File: config.mk
export PLATFORM = sky130hd
export DESIGN_NAME = cache_port_arbiter
export DESIGN_NICKNAME = d
export VERILOG_FILES = /design/src/rtl/cache_port_arbiter_pkg.sv /design/src/rtl/cache_port_arbiter_sat_counter.sv /design/src/rtl/cache_port_arbiter.sv
export SDC_FILE = /design/constraint.sdc
export NUM_CORES = 1
export LEC_CHECK = 0
export CORE_MARGIN = 8
export CORE_UTILIZATION = 43
export DETAILED_ROUTE_END_ITERATION = 7
export PLACE_DENSITY = 0.88
export SYNTH_ARGS = -nofsm -noshare
export SYNTH_HDL_FRONTEND = slang
export SYNTH_SLANG_ARGS = --single-unit
File: constraint.sdc
create_clock -name clk -period 3.7 [get_ports clk]
set_input_delay 0.37 -clock clk [delete_from_list [all_inputs] [get_ports clk]]
set_output_delay 0.37 -clock clk [all_outputs]
set_load 0.1 [all_outputs]
File: src/rtl/cache_port_arbiter_pkg.sv
// Shared encodings for the IF/MEM cache port arbiter: FSM states, port owner,
// and a width helper for the saturating counters.
package cache_port_arbiter_pkg;

    typedef enum logic [1:0] {
        ST_IDLE    = 2'd0,
        ST_MISS    = 2'd1,
        ST_REISSUE = 2'd2
    } arb_state_t;

    typedef enum logic {
        OWN_MEM = 1'b0,
        OWN_IF  = 1'b1
    } arb_owner_t;

    localparam int PERF_W   = 16;
    localparam int PERF_MAX = (1 << PERF_W) - 1;

    // Bits needed to hold 0..max_val; never less than one.
    function automatic int cnt_width(input int max_val);
        return (max_val < 1) ? 1 : $clog2(max_val + 1);
    endfunction

endpackage

File: src/rtl/cache_port_arbiter_sat_counter.sv
// arb_sat_counter: up-counter that sticks at MAX; clr and rst both zero it,
// clr taking priority over inc.
module arb_sat_counter #(
    parameter int WIDTH = 4,
    parameter int MAX   = 15
) (
    input  logic             clk,
    input  logic             rst,
    input  logic             inc,
    input  logic             clr,
    output logic [WIDTH-1:0] count
);

    localparam logic [WIDTH-1:0] MAX_V = WIDTH'(MAX);

    always_ff @(posedge clk) begin
        if (rst || clr) begin
            count <= '0;
        end else if (inc && (count != MAX_V)) begin
            count <= count + WIDTH'(1);
        end
    end

endmodule

File: src/rtl/cache_port_arbiter.sv
// Shares one cacheBlock between the IF and MEM ports: grants in IDLE, rides out
// misses on a latched request, and reissues it once. CACHE_ARB_PERF_EN adds hit/miss counters.
module cache_port_arbiter
    import cache_port_arbiter_pkg::*;
#(
    parameter int ADDR_W          = 16,
    parameter int DATA_W          = 16,
    parameter int IF_STARVE_LIMIT = 4
) (
    input  logic              clk,
    input  logic              rst,
    input  logic              if_req,
    input  logic [ADDR_W-1:0] if_addr,
    output logic [DATA_W-1:0] if_rdata,
    output logic              if_valid,
    output logic              stall_if,
    input  logic              mem_req,
    input  logic              mem_we,
    input  logic [ADDR_W-1:0] mem_addr,
    input  logic [DATA_W-1:0] mem_wdata,
    output logic [DATA_W-1:0] mem_rdata,
    output logic              mem_valid,
    output logic              stall_mem,
    output logic [ADDR_W-1:0] cache_addr,
    output logic [DATA_W-1:0] cache_din,
    output logic              cache_write,
    input  logic [DATA_W-1:0] cache_dout,
    input  logic              cache_stall
`ifdef CACHE_ARB_PERF_EN
    ,
    output logic [PERF_W-1:0] perf_hits,
    output logic [PERF_W-1:0] perf_misses
`endif
);

    localparam int SC_W = cnt_width(IF_STARVE_LIMIT);

    typedef struct packed {
        arb_owner_t        owner;
        logic              we;
        logic [ADDR_W-1:0] addr;
        logic [DATA_W-1:0] wdata;
    } req_t;

    arb_state_t      state, state_nxt;
    req_t            lat, winner, drive;
    logic [SC_W-1:0] starve_cnt;
    logic            grant, if_win, done;

    always_comb begin
        grant  = if_req | mem_req;
        if_win = if_req & (~mem_req | (starve_cnt == SC_W'(IF_STARVE_LIMIT)));
        winner = '0;
        if (if_win) begin
            winner.owner = OWN_IF;
            winner.addr  = if_addr;
        end else if (mem_req) begin
            winner.owner = OWN_MEM;
            winner.we    = mem_we;
            winner.addr  = mem_addr;
            winner.wdata = mem_wdata;
        end
    end

    always_comb begin
        state_nxt = state;
        drive     = '0;
        done      = 1'b0;
        case (state)
            ST_IDLE: begin
                if (grant) begin
                    drive = winner;
                    if (cache_stall) state_nxt = ST_MISS;
                    else             done      = 1'b1;
                end
            end
            ST_MISS: begin
                drive = lat;
                if (!cache_stall) state_nxt = ST_REISSUE;
            end
            ST_REISSUE: begin
                drive = lat;
                if (cache_stall) begin
                    state_nxt = ST_MISS;
                end else begin
                    done      = 1'b1;
                    state_nxt = ST_IDLE;
                end
            end
            default: state_nxt = ST_IDLE;
        endcase
        // Keep the cache and both ports quiet while reset is applied.
        if (rst) begin
            drive = '0;
            done  = 1'b0;
        end
    end

    always_ff @(posedge clk) begin
        if (rst) begin
            state <= ST_IDLE;
            lat   <= '0;
        end else begin
            state <= state_nxt;
            if (state == ST_IDLE && grant && cache_stall) lat <= winner;
        end
    end

    always_comb begin
        cache_addr  = drive.addr;
        cache_din   = drive.wdata;
        cache_write = drive.we;
        if_valid    = done & (drive.owner == OWN_IF);
        mem_valid   = done & (drive.owner == OWN_MEM);
        if_rdata    = if_valid  ? cache_dout : '0;
        mem_rdata   = mem_valid ? cache_dout : '0;
        stall_if    = if_req  & ~if_valid;
        stall_mem   = mem_req & ~mem_valid;
    end

    // Counts MEM completions that left a fetch waiting; any idle-IF cycle or IF completion resets it.
    arb_sat_counter #(
        .WIDTH (SC_W),
        .MAX   (IF_STARVE_LIMIT)
    ) u_starve (
        .clk   (clk),
        .rst   (rst),
        .inc   (mem_valid & if_req),
        .clr   (if_valid | ~if_req),
        .count (starve_cnt)
    );

`ifdef CACHE_ARB_PERF_EN
    logic idle_grant;
    assign idle_grant = (state == ST_IDLE) & grant & ~rst;

    arb_sat_counter #(
        .WIDTH (PERF_W),
        .MAX   (PERF_MAX)
    ) u_perf_hits (
        .clk   (clk),
        .rst   (rst),
        .inc   (idle_grant & ~cache_stall),
        .clr   (1'b0),
        .count (perf_hits)
    );

    arb_sat_counter #(
        .WIDTH (PERF_W),
        .MAX   (PERF_MAX)
    ) u_perf_misses (
        .clk   (clk),
        .rst   (rst),
        .inc   (idle_grant & cache_stall),
        .clr   (1'b0),
        .count (perf_misses)
    );
`endif

endmodule
==> Word level (Yosys, flattened, before mapping) <==
Index checks and enable logic that the tools add are counted.
W data, S select, Z words.
{ "totals": {"register_bits": 39, "input_bits": 70, "output_inout_bits": 69} }
{ "op_classes": {"n_addsub": 1, "n_eq_ne": 7, "muxes": 19, "n_bitwise": 14, "n_reduce_logical": 7} }
{ "ops": {"columns": ["op", "count"], "rows": [
  ["$mux W34", 2],
  ["$pmux W34 S2", 1],
  ["$mux W16", 4],
  ["$mux W33", 1],
  ["$and A1 B1 Y1", 6],
  ["$mux W1", 6],
  ["$mux W2", 3],
  ["$ne A2 B2 Y1 const B", 3],
  ["$pmux W2 S3", 1],
  ["$not A1 Y1", 5],
  ["$add A3 B1 Y3 const B", 1],
  ["$eq A3 B3 Y1 const B", 1],
  ["$logic_and A1 B1 Y1", 3],
  ["$ne A3 B3 Y1 const B", 1],
  ["$or A1 B1 Y1", 3],
  ["$reduce_and A3 Y1", 1],
  ["$eq A2 B1 Y1 const B", 1],
  ["$eq A2 B2 Y1 const B", 1],
  ["$logic_not A2 Y1", 1],
  ["$pmux W1 S2", 1],
  ["$reduce_or A2 Y1", 1],
  ["$logic_or A1 B1 Y1", 1]
]} }

==> Logic depth before layout (Yosys ltp) <==
{ "logic_depth": {"ltp_word": 11, "depth_mapped": 9, "ltp_nobuf": 6} }

==> Hierarchy <==
From an unflattened synthesis, not the netlist that was laid out.
{ "unflattened": {"cells_unflattened": 386, "area_unflattened_um2": 2935.3} }
{ "modules_own_cells": {"columns": ["mod", "instances", "cells_per_inst", "area_each_um2", "seq_area_each_um2"], "rows": [
  ["cache_port_arbiter", 1, 369, 2746.4, 720.7],
  ["arb_sat_counter", 1, 17, 188.9, 60.1]
]} }

==> Worst setup path after synthesis <==
OpenSTA, ideal clock, no wires.
{ "synth_path": {"path_kind": "register to output", "from": "register state[0]", "to": "output port stall_if", "arrival_ns": 3.068, "t_required_ns": 3.330, "setup_slack_ns": 0.262, "path_stages_with_launch": 8, "path_buffers": 1, "path_cell_list": "dfxtp_1 -> inv_1 -> ha_1 -> o21a_1 -> o21ai_1 -> nor2_1 -> buf_2 -> nor2_1"} }
{ "synth_between": {"elab_chain_cells": 7, "elab_cells_between_ends": 11} }
{ "synth_rtl": {"columns": ["element", "line", "source"], "rows": [
  ["start: declaration", "cache_port_arbiter.sv:45", "arb_state_t state, state_nxt;"],
  ["start signal: assignment", "cache_port_arbiter.sv:104", "state <= state_nxt;"],
  ["$eq A2 B2 Y1 or $eq A2 B1 Y1 (tied branches)", "cache_port_arbiter.sv:69", "case (state)"],
  ["$reduce_or A2 Y1 (no line)", null, null],
  ["$pmux W34 S2", "cache_port_arbiter.sv:69", null],
  ["$mux W34", "cache_port_arbiter.sv:93", "if (rst) begin"],
  ["$and A1 B1 Y1 (*)", "cache_port_arbiter.sv:113", "if_valid = done & (drive.owner == OWN_IF);"],
  ["net if_valid", "cache_port_arbiter.sv:15", "output logic if_valid,"],
  ["$not A1 Y1 (*)", "cache_port_arbiter.sv:117", "stall_if = if_req & ~if_valid;"],
  ["$and A1 B1 Y1 (*)", "cache_port_arbiter.sv:117", null],
  ["end: declaration", "cache_port_arbiter.sv:16", "output logic stall_if,"]
]} }
The timed path passes the listed nets; every way through them passes the cells marked *.

==> Worst setup path in the final report <==
{ "layout_path": {"from": "input port mem_req", "to": "output port mem_rdata[5]"} }
{ "layout_between": {"elab_chain_cells": 10, "elab_cells_between_ends": 14} }
{ "layout_rtl": {"columns": ["element", "line", "source"], "rows": [
  ["start: declaration", "cache_port_arbiter.sv:17", "input logic mem_req,"],
  ["$not A1 Y1", "cache_port_arbiter.sv:52", "if_win = if_req & (~mem_req | (starve_cnt == SC_W'(IF_STARVE_LIMIT)));"],
  ["$or A1 B1 Y1", "cache_port_arbiter.sv:52", null],
  ["$and A1 B1 Y1", "cache_port_arbiter.sv:52", null],
  ["$mux W1", "cache_port_arbiter.sv:54", "if (if_win) begin"],
  ["$mux W34", "cache_port_arbiter.sv:71", "if (grant) begin"],
  ["$pmux W34 S2", "cache_port_arbiter.sv:69", null],
  ["$mux W34", "cache_port_arbiter.sv:93", null],
  ["$not A1 Y1", "cache_port_arbiter.sv:114", "mem_valid = done & (drive.owner == OWN_MEM);"],
  ["$and A1 B1 Y1 (*)", "cache_port_arbiter.sv:114", null],
  ["$mux W16 (*)", "cache_port_arbiter.sv:116", "mem_rdata = mem_valid ? cache_dout : '0;"],
  ["end: declaration", "cache_port_arbiter.sv:21", "output logic [DATA_W-1:0] mem_rdata,"]
]} }
Every way passes the cells marked *; elsewhere a longest branch is shown, timed or not.

==> flow_summary.yaml <==
sta:
  finalHoldViolations: 0
  period_minus_slack_ns: 3.234
  fin_ws_ns: 0.4665
  fin_tns_setup_ns: 0
  final_max_slew_viol_count: 0
  finalSetupViolations: 0
  finalCritPeriodShare_pct: 87.39
  rsz0062_at_grt: "false"
  tightest_slew_ns: 1.067
  relSlewSlack_pct: 28.62
  worst_clock_skew_ns: 0.003329
  fin_hold_ws_ns: 0.4919
  maxClockFrequency_mhz: 309.3
cells_and_area:
  final_nets: 571
  drive_gt1_share_pct: 17.78
  stdcell_count: 570
  syn_to_final_growth_pct: 85.72
  utilization_pct: 81.22
  antenna_cells: 0
  design_area_sq_um: 4752
power_and_ir_drop:
  p_seq_share_pct: 20.8
  swShare_pct: 52.82
  powerDensity_nw_per_um2: 531.6
  power_switching_mw: 1.334
  power.leakage_nw: 1.916
  power_mw: 2.526
  p_comb_share_pct: 68.0
  clockPowerShare_pct: 11.3
  peakVddDrop_mv: 0.4343
  p_int_mw: 1.192
floorplanning:
  start_util_pct: 43.73
  core_sq_um: 5851
  die_x_um: 93.14
  die_area_sq_um: 8675
  row_count: 28
  pin_count: 139
  die_height_um: 93.14
clocking:
  clk_latency_ns: 0.29
  cts_buffers: 5
  cts_root_buf: "clkbuf_8"
  cts.reportedPaths.clkPinSlew_ns: 0.08
  htree_levels: 2
  ctsResizeCount: 0
  clock_sinks: 39
  cts-hold-fix-buffers: 0
  cts_tree: "yes"
  post_cts_buffers: 0
  cts_buffer_depth: 2
setup_path:
  cp-end-kind: "primary output"
  critPathLaunchType: "input pin"
  rr_endpoint: "lat[9]"
  rr_startpoint: "state[1]"
  rr_worst_depth: 6
  critPathRequiredTime_ns: 3.33
  cp-startpoint: "mem_req"
  crit_path_end: "mem_rdata[5]"
  cp.arrival_ns: 2.86
  r2r_slack_ns: 1.35
  crit_type: "input pin to primary output"
  worstPathMaxFanout: 23
logic_synthesis:
  synth_cell_type_count: 29
  synth-main-ff-cell: "dfxtp_1"
  synthCells: 372
  synth_seq_cells: 39
  synthArstFlopShare_pct: 0
  synth-edff-count: 0
  syn-num-nets: 449
  seq_area_frac_synth_pct: 30.51
  synth_area_sq_um: 2559
  ys_warn_count: 0
  syn_area_per_cell_sq_um: 6.878
routing:
  post-route-drc-count: 0
  wirelength_mm: 10.04
  drtIter0Drc: 386
  wl_per_cell_um: 17.61
  ant_nets: 0
  via_per_inst: 5.684
  vias: 3240
  firstDrtPassIters: 5
global_route:
  grt_max_degree: 35
  grt_pass1_wl_mm: 15.70
  grt_overflow: 0
  grt_pass1_vias: 3104
  antenna_found_initial: 0
  track_usage_pct: 22.09
outcome:
  outcome: "complete, no violations"
placed_design:
  dp_cells: 562
  place_worst_setup_slack_ns: 0.5153
  dp_hpwl_mm: 7.550
  dpl-instance-area_sq_um: 4671
  gp_congestion: 0.8775
  io_buffers: 138
hold_path:
  worstHoldPathType: "flop to flop"
job:
  maxCapViolations: 0
sequential cells by signal, indices dropped and copies added, names as in the netlist:
signal and count:
state 2, u_starve.count 3, lat 34
how the worst min path moves through the flow:
| stage | to | start | depth (start not counted) | slack, ns |
|---|---|---|---|---|
| after floorplan | lat[33] | lat[33] | 2 | 0.45 |
| after global placement | lat[33] | lat[33] | 2 | 0.47 |
| after detailed placement | u_starve.count[1] | u_starve.count[1] | 2 | 0.48 |
| after CTS | u_starve.count[1] | u_starve.count[1] | 2 | 0.49 |
| after global routing | u_starve.count[1] | u_starve.count[1] | 2 | 0.51 |
| final | u_starve.count[1] | u_starve.count[1] | 2 | 0.49 |
cells in the mapped netlist (3+ instances only):
library cell | number | area share [%]
inv_1 | 7 | 1.0
a22oi_1 | 35 | 10
dfxtp_1 | 39 | 31
o211a_1 | 3 | 1.2
buf_2 | 4 | 0.78
nand2_1 | 35 | 5.1
nor3_1 | 32 | 6.3
nor2_1 | 58 | 8.5
clkbuf_1 | 28 | 4.1
o21ai_0 | 17 | 3.3
and3_1 | 16 | 3.9
and2_1 | 32 | 7.8
o31ai_1 | 3 | 0.88
or4_1 | 3 | 0.88
ha_1 | 7 | 3.4
a21oi_1 | 37 | 7.2
cells in the final DEF (no fill, tap or decap), types with 2 or more instances in the layout:
| cell | instances |
|---|---|
| nand2_1 | 35 |
| inv_1 | 7 |
| o211ai_1 | 2 |
| clkbuf_8 | 5 |
| buf_4 | 11 |
| buf_12 | 69 |
| o21ai_0 | 17 |
| ha_1 | 7 |
| mux2i_1 | 2 |
| nor3_1 | 32 |
| o211a_1 | 3 |
| a22oi_1 | 35 |
| clkbuf_1 | 2 |
| or4_1 | 3 |
| nor2_1 | 58 |
| and2_1 | 32 |
| and3_1 | 16 |
| clkdlybuf4s50_1 | 69 |
| a21oi_1 | 37 |
| o31ai_1 | 3 |
| dfxtp_1 | 39 |
| nand3_1 | 2 |
power groups by stage:
stage / clock (mW) / combinational, mW / sequential, mW
global placement: 0 / 1.68 / 0.528
detailed placement: 0 / 1.71 / 0.533
finish: 0.284 / 1.72 / 0.525
floorplan: 0 / 1.10 / 0.523
CTS: 0.287 / 1.71 / 0.524
global route: 0.306 / 1.79 / 0.532
layer usage:
| metal | vias up | routed length (um) | GRT usage, % |
|---|---|---|---|
| li1 | 1542 | - | - |
| met1 | 1484 | 4173 | 26.82 |
| met2 | 202 | 4605 | 35.27 |
| met3 | 12 | 1091 | 9.054 |
| met4 | 0 | 169 | 5.638 |
| met5 | - | 0 | 0 |
final cells by class:
| cell class | count | area (sq um) |
|---|---|---|
| multi-input cells | 292 | 1615 |
| clock inverters | 1 | 5.005 |
| fillers | 328 | 1099 |
| clock buffers | 7 | 76.32 |
| repair buffers | 149 | 2155 |
| well taps | 75 | 93.84 |
| inverters | 7 | 26.28 |
| flip-flops and latches | 39 | 780.7 |
logic make-up (layout without fill, tap and decap cells):
logic type / Yosys count / count (layout) / synth area share, %
compound gates: 102 / 102 / 25.13
buf+inv: 41 / 164 / 6.357
fa+ha+maj: 7 / 7 / 3.423
mux: 2 / 2 / 0.7824
simple gates: 181 / 181 / 33.79
flops: 39 / 39 / 30.51
worst max-delay path, cell delays in order:
cell and delay (ns):
clkdlybuf4s50_1 0.48, buf_4 0.27, o21a_1 0.19, o21ai_1 0.17, nor2_1 0.87, and2_1 0.31, buf_12 0.19
Power figures use the tool's default switching activity.
